File: src/rtl/lsu_pkg.sv
// Shared definitions for the load/store unit: RV32I width codes, FSM states
// and the decode helpers used on the execute-side accept path.
package lsu_pkg;

   localparam logic [2:0] F3_B  = 3'b000;
   localparam logic [2:0] F3_H  = 3'b001;
   localparam logic [2:0] F3_W  = 3'b010;
   localparam logic [2:0] F3_BU = 3'b100;
   localparam logic [2:0] F3_HU = 3'b101;

   typedef enum logic [1:0] {
      IDLE = 2'd0,
      REQ  = 2'd1,
      WAIT = 2'd2
   } lsu_state_t;

   function automatic logic f3_legal(input logic [2:0] f3, input logic is_store);
      logic ok;
      ok = 1'b0;
      case (f3)
         F3_B, F3_H, F3_W: ok = 1'b1;
         F3_BU, F3_HU:     ok = !is_store;
         default:          ok = 1'b0;
      endcase
      return ok;
   endfunction

   function automatic logic misaligned(input logic [2:0] f3, input logic [1:0] off);
      logic bad;
      bad = 1'b0;
      case (f3)
         F3_H, F3_HU: bad = off[0];
         F3_W:        bad = (off != 2'b00);
         default:     bad = 1'b0;
      endcase
      return bad;
   endfunction

   function automatic logic [3:0] store_mask(input logic [2:0] f3, input logic [1:0] off);
      logic [3:0] m;
      case (f3)
         F3_B:    m = 4'b0001 << off;
         F3_H:    m = 4'b0011 << off;
         default: m = 4'b1111;
      endcase
      return m;
   endfunction

   // Replicate the store operand across every lane it could land in, so the
   // byte mask alone selects what the memory actually writes.
   function automatic logic [31:0] store_data(input logic [2:0] f3, input logic [31:0] d);
      logic [31:0] r;
      case (f3)
         F3_B:    r = {4{d[7:0]}};
         F3_H:    r = {2{d[15:0]}};
         default: r = d;
      endcase
      return r;
   endfunction

endpackage

File: src/rtl/load_align.sv
// Combinational lane select and sign/zero extension of a returned memory word.
module load_align
   import lsu_pkg::*;
(
   input  logic [2:0]  funct3,
   input  logic [1:0]  offset,
   input  logic [31:0] rdata,
   output logic [31:0] data
);

   logic [7:0]  byte_sel;
   logic [15:0] half_sel;

   always_comb begin
      case (offset)
         2'd0:    byte_sel = rdata[7:0];
         2'd1:    byte_sel = rdata[15:8];
         2'd2:    byte_sel = rdata[23:16];
         default: byte_sel = rdata[31:24];
      endcase
      half_sel = offset[1] ? rdata[31:16] : rdata[15:0];
   end

   always_comb begin
      case (funct3)
         F3_B:    data = {{24{byte_sel[7]}}, byte_sel};
         F3_BU:   data = {24'd0, byte_sel};
         F3_H:    data = {{16{half_sel[15]}}, half_sel};
         F3_HU:   data = {16'd0, half_sel};
         default: data = rdata;
      endcase
   end

endmodule

File: src/rtl/lsu_ctrl.sv
// Load/store unit: accepts one access from execute, issues a single memory
// request, waits for read data with a timeout, and returns the aligned result.
module lsu_ctrl #(
   parameter int ADDR_W  = 8,
   parameter int TIMEOUT = 4
) (
   input  logic              clk,
   input  logic              rst,
   input  logic              ex_valid,
   input  logic              ex_load,
   input  logic              ex_store,
   input  logic [2:0]        ex_funct3,
   input  logic [31:0]       ex_addr,
   input  logic [31:0]       ex_wdata,
   output logic              lsu_busy,
   output logic              mem_request,
   output logic              mem_we_re,
   output logic              mem_load,
   output logic [3:0]        mem_mask,
   output logic [ADDR_W-1:0] mem_address,
   output logic [31:0]       mem_wdata,
   input  logic              mem_valid,
   input  logic [31:0]       mem_rdata,
   output logic              wb_valid,
   output logic [31:0]       wb_data,
   output logic              lsu_err
);
   import lsu_pkg::*;

   localparam logic [2:0] CNT_LAST = 3'(TIMEOUT - 1);

   lsu_state_t        state_q, state_d;
   logic [2:0]        f3_q, f3_d;
   logic [1:0]        off_q, off_d;
   logic [ADDR_W-1:0] addr_q, addr_d;
   logic [3:0]        mask_q, mask_d;
   logic [31:0]       wdata_q, wdata_d;
   logic              store_q, store_d;
   logic [2:0]        cnt_q, cnt_d;
   logic              wb_valid_q, wb_valid_d;
   logic [31:0]       wb_data_q, wb_data_d;
   logic              err_q, err_d;

   logic [31:0]       aligned;
   logic              in_req;

   // Byte-address bits above the memory's word address are intentionally dropped.
   logic unused_addr_bits;
   assign unused_addr_bits = ^ex_addr[31:ADDR_W+2];

   load_align u_load_align (
      .funct3 (f3_q),
      .offset (off_q),
      .rdata  (mem_rdata),
      .data   (aligned)
   );

   always_comb begin
      state_d    = state_q;
      f3_d       = f3_q;
      off_d      = off_q;
      addr_d     = addr_q;
      mask_d     = mask_q;
      wdata_d    = wdata_q;
      store_d    = store_q;
      cnt_d      = cnt_q;
      wb_data_d  = wb_data_q;
      wb_valid_d = 1'b0;
      err_d      = 1'b0;

      case (state_q)
         IDLE: begin
            if (ex_valid) begin
               if (ex_load && ex_store) begin
                  err_d = 1'b1;
               end else if (ex_load || ex_store) begin
                  if (!f3_legal(ex_funct3, ex_store) || misaligned(ex_funct3, ex_addr[1:0])) begin
                     err_d = 1'b1;
                  end else begin
                     f3_d    = ex_funct3;
                     off_d   = ex_addr[1:0];
                     addr_d  = ex_addr[ADDR_W+1:2];
                     mask_d  = store_mask(ex_funct3, ex_addr[1:0]);
                     wdata_d = store_data(ex_funct3, ex_wdata);
                     store_d = ex_store;
                     state_d = REQ;
                  end
               end
            end
         end
         REQ: begin
            cnt_d   = 3'd0;
            state_d = store_q ? IDLE : WAIT;
         end
         WAIT: begin
            // A response on the final allowed cycle still wins over the timeout.
            if (mem_valid) begin
               wb_data_d  = aligned;
               wb_valid_d = 1'b1;
               state_d    = IDLE;
            end else if (cnt_q == CNT_LAST) begin
               err_d   = 1'b1;
               state_d = IDLE;
            end else begin
               cnt_d = cnt_q + 3'd1;
            end
         end
         default: state_d = IDLE;
      endcase
   end

   always_ff @(posedge clk) begin
      if (rst) begin
         state_q    <= IDLE;
         f3_q       <= 3'd0;
         off_q      <= 2'd0;
         addr_q     <= '0;
         mask_q     <= 4'd0;
         wdata_q    <= 32'd0;
         store_q    <= 1'b0;
         cnt_q      <= 3'd0;
         wb_valid_q <= 1'b0;
         wb_data_q  <= 32'd0;
         err_q      <= 1'b0;
      end else begin
         state_q    <= state_d;
         f3_q       <= f3_d;
         off_q      <= off_d;
         addr_q     <= addr_d;
         mask_q     <= mask_d;
         wdata_q    <= wdata_d;
         store_q    <= store_d;
         cnt_q      <= cnt_d;
         wb_valid_q <= wb_valid_d;
         wb_data_q  <= wb_data_d;
         err_q      <= err_d;
      end
   end

   // Memory-side outputs are decoded purely from registered state and are
   // held at zero outside the request cycle.
   assign in_req      = (state_q == REQ);
   assign lsu_busy    = (state_q != IDLE);
   assign mem_request = in_req;
   assign mem_we_re   = in_req && store_q;
   assign mem_load    = in_req && !store_q;
   assign mem_mask    = in_req ? (store_q ? mask_q : 4'b1111) : 4'b0000;
   assign mem_address = in_req ? addr_q : '0;
   assign mem_wdata   = (in_req && store_q) ? wdata_q : 32'd0;
   assign wb_valid    = wb_valid_q;
   assign wb_data     = wb_data_q;
   assign lsu_err     = err_q;

endmodule

File: config.mk
export PLATFORM = sky130hd
export DESIGN_NAME = lsu_ctrl
export DESIGN_NICKNAME = d
export VERILOG_FILES = /design/src/rtl/lsu_pkg.sv /design/src/rtl/load_align.sv /design/src/rtl/lsu_ctrl.sv
export SDC_FILE = /design/constraint.sdc
export NUM_CORES = 1
export LEC_CHECK = 0
export ABC_CLOCK_PERIOD_IN_PS = 5100
export CORE_UTILIZATION = 46
export DETAILED_ROUTE_END_ITERATION = 6
export HOLD_SLACK_MARGIN = 0.05
export PLACE_DENSITY = 0.83
export SLEW_MARGIN = 5
export SYNTH_ARGS = -nofsm -noshare
export SYNTH_HDL_FRONTEND = slang
export SYNTH_SLANG_ARGS = --single-unit
File: constraint.sdc
create_clock -name clk -period 5.1 [get_ports clk]
set_input_delay 0.765 -clock clk [delete_from_list [all_inputs] [get_ports clk]]
set_output_delay 0.765 -clock clk [all_outputs]
set_load 0.01 [all_outputs]
==> results_dict.tcl <==
set metrics [dict create \
    clk_transition_reported_paths_ps 90 \
    leakagePower_nw 2.200 \
    period_needed_ps 3395 \
    cts_setup_buffers 0 \
    rsz0062_at_grt "no" \
    syn_area_sq_mm 0.004466 \
    cts_buffers 9 \
    status "finished clean" \
    slew_violations 0 \
    nets 800 \
    postRouteAntennaNets 0 \
    grt.overflow.total 0 \
    holdBufCountCts 0 \
    hpwl_um 9561 \
    critPathLaunchType "flop" \
    r2r.worst_path.cells 6 \
    setup_tns_ps 0 \
    viasPerCell 5.542 \
    seqPwrFrac 0.515 \
    synth_area_leader_cell "dfxtp_1" \
    critical_path_class "reg -> out" \
    maxCapViolations 0 \
    ys_async_sr_fraction 0 \
    die_w_um 100.5 \
    final.setup.worst_slack_ps 1705 \
    synthTopCellsByArea "dfxtp_1 40%, nand2_1 7.8%, a211oi_1 6.9%" \
    synthesis.nets 670 \
    hold_ws_ps 459.4 \
    clockBufferDepth 2 \
    switching_share 0.2746 \
    rows 35 \
    finalHoldViolCount 0 \
    pre_cts_ws_ps 1591 \
    initial_core_util 0.4787 \
    ys_top_cells_by_count "93 x nand2_1, 89 x dfxtp_1, 58 x nor2_1" \
    min_period_over_period 0.6657 \
    cts-root-buf "clkbuf_8" \
    finClkSkew_ps 15.96 \
    n_antenna_cell 0 \
    internal_power_mw 1.033 \
    dpl_cell_area_sq_mm 0.006087 \
    grtUsageTotal 0.2716 \
    synth_cell_type_count 44 \
    worstPathArrival_ps 2630 \
    slew_headroom 0.1828 \
    p_comb_frac 0.154 \
    portBuffers 164 \
    grt_pass1_wl_um 21510 \
    power_mw 1.424 \
    wl_um 13830 \
    irDropWorstVdd_mv 0.1515 \
    max_slew.worst_pin.slew_ps 1226 \
    cts_tree "done" \
    multi_input_area_sq_mm 0.002417 \
    synth-edff-count 0 \
    grt_max_degree 90 \
    fmax_mhz 294.6 \
    worst_setup_path_end_kind "primary output" \
    area_growth_pct 40.60 \
    post-synth-top-count-cell "nand2_1" \
    cts_resized 0 \
    fillerInstances 802 \
    fp.dieArea_sq_mm 0.01011 \
    power_density_mw_per_mm2 226.8 \
    via_count 4567 \
    p_switching_mw 0.3910 \
    p_clk_frac 0.332 \
    syn_inst 560 \
    setup_viol 0 \
    yosysWarnings 0 \
    cts_sinks 89 \
    synth-seq-area-share 0.3990 \
    required_ps 4340 \
    die_h_um 100.5 \
    insertion_delay_ps 360 \
    path_max_fanout 27 \
    regArea_sq_mm 0.001782 \
    routabilityCongestion 0.8696 \
    antenna_found_initial 0 \
    htreeDepth 3 \
    wire_per_inst_um 16.78 \
    dr.first_iter.drc_count 255 \
    finish.instance_area_sq_mm 0.006279 \
    grt_pass1_vias 4373 \
    ys_ff_latch 89 \
    synth_ff_type "dfxtp_1" \
    whs_path_depth 2 \
    dr.pass1.iters 5 \
    core_area_sq_mm 0.009328 \
    synth_top_cell_area_share 0.3990 \
    ios 187 \
    hold_class "reg -> reg" \
    drc 0 \
    syn_area_per_cell_sq_um 7.974 \
    drive_gt1_frac 0.04748 \
]
## logic make-up (layout without fill, tap and decap cells)
group / count (synthesis) / after routing / share of synthesized area
buffers and inverters: 63 / 198 / 0.06052
AND/OR/NAND/NOR: 229 / 229 / 0.2418
adder cells (fa/ha/maj): 5 / 5 / 0.01401
AO/OA/AOI/OAI: 144 / 144 / 0.2138
multiplexers: 30 / 30 / 0.07089
flip-flops: 89 / 89 / 0.3990
## routing by layer
metal | global-route usage | routed length, um
met1 | 0.3281 | 5797
met2 | 0.4631 | 6647
met3 | 0.06172 | 1001
met4 | 0.1182 | 383
met5 | 0 | 0
## sequential cells by signal, summed over array words and instances (netlist names)
register,cells
wb_data,32
wdata_q,32
addr_q,8
mask_q,4
cnt_q,3
f3_q,3
off_q,2
state_q,2
lsu_err,1
store_q,1
wb_valid,1
## path summary, 6_finish.rpt
kind	startpoint	end	slack (ps)
setup / recovery	state_q[1]$_SDFFE_PP0P_	mem_mask[3]	1710
hold / removal	addr_q[7]$_SDFFE_PP0P_	addr_q[7]$_SDFFE_PP0P_	460
hold reg to reg	addr_q[7]$_SDFFE_PP0P_	addr_q[7]$_SDFFE_PP0P_	460
setup reg to reg	state_q[0]$_SDFFE_PP0P_	wdata_q[31]$_SDFFE_PP0P_	2740
## power by group through the flow
stage               Clock, mW  Combinational, mW  Sequential (mW)
finish                  0.472              0.219            0.733
global route            0.506              0.236            0.736
CTS                     0.481              0.217            0.733
detailed placement          0              0.216            0.749
global placement            0              0.211            0.747
floorplan                   0              0.109            0.742
## area by class of cell
type | count | area share
Sequential cell | 89 | 0.2838
Inverter | 12 | 0.007174
Clock inverter | 5 | 0.006377
Timing Repair Buffer | 170 | 0.2678
Tap cell | 129 | 0.02571
Multi-Input combinational cell | 408 | 0.3850
Clock buffer | 11 | 0.02411
## cells in the final DEF, fill, tap and decap left out, types with 2 or more instances in the layout
master             n
clkdlybuf4s50_1  163
nand2_1           93
dfxtp_1           89
nor2_1            57
a21oi_1           44
a211oi_1          41
and3_1            36
mux2i_1           26
o21ai_0           23
and2_1            13
inv_1             12
clkbuf_8          11
a311oi_1          10
nand3b_1           9
o211ai_1           8
nand2b_1           7
buf_4              6
ha_1               5
a21boi_0           4
o21bai_1           4
mux2_2             3
clkinvlp_4         3
nor2b_1            2
o21a_1             2
or2_0              2
clkinv_4           2
## worst max-delay path: stages (launching register included)
cell and delay [ps]:
dfxtp_1 330, inv_1 80, ha_1 590, buf_4 390, a21boi_0 260, clkdlybuf4s50_1 620
## stage by stage
step / util / std cells
after floorplan: - / 560
after global placement: 0.6526 / 808
after detailed placement: 0.6526 / 808
after CTS: 0.6731 / 824
after global routing: 0.6731 / 824
final: 0.6731 / 824
No activity file was read; power rests on OpenSTA's default activity.
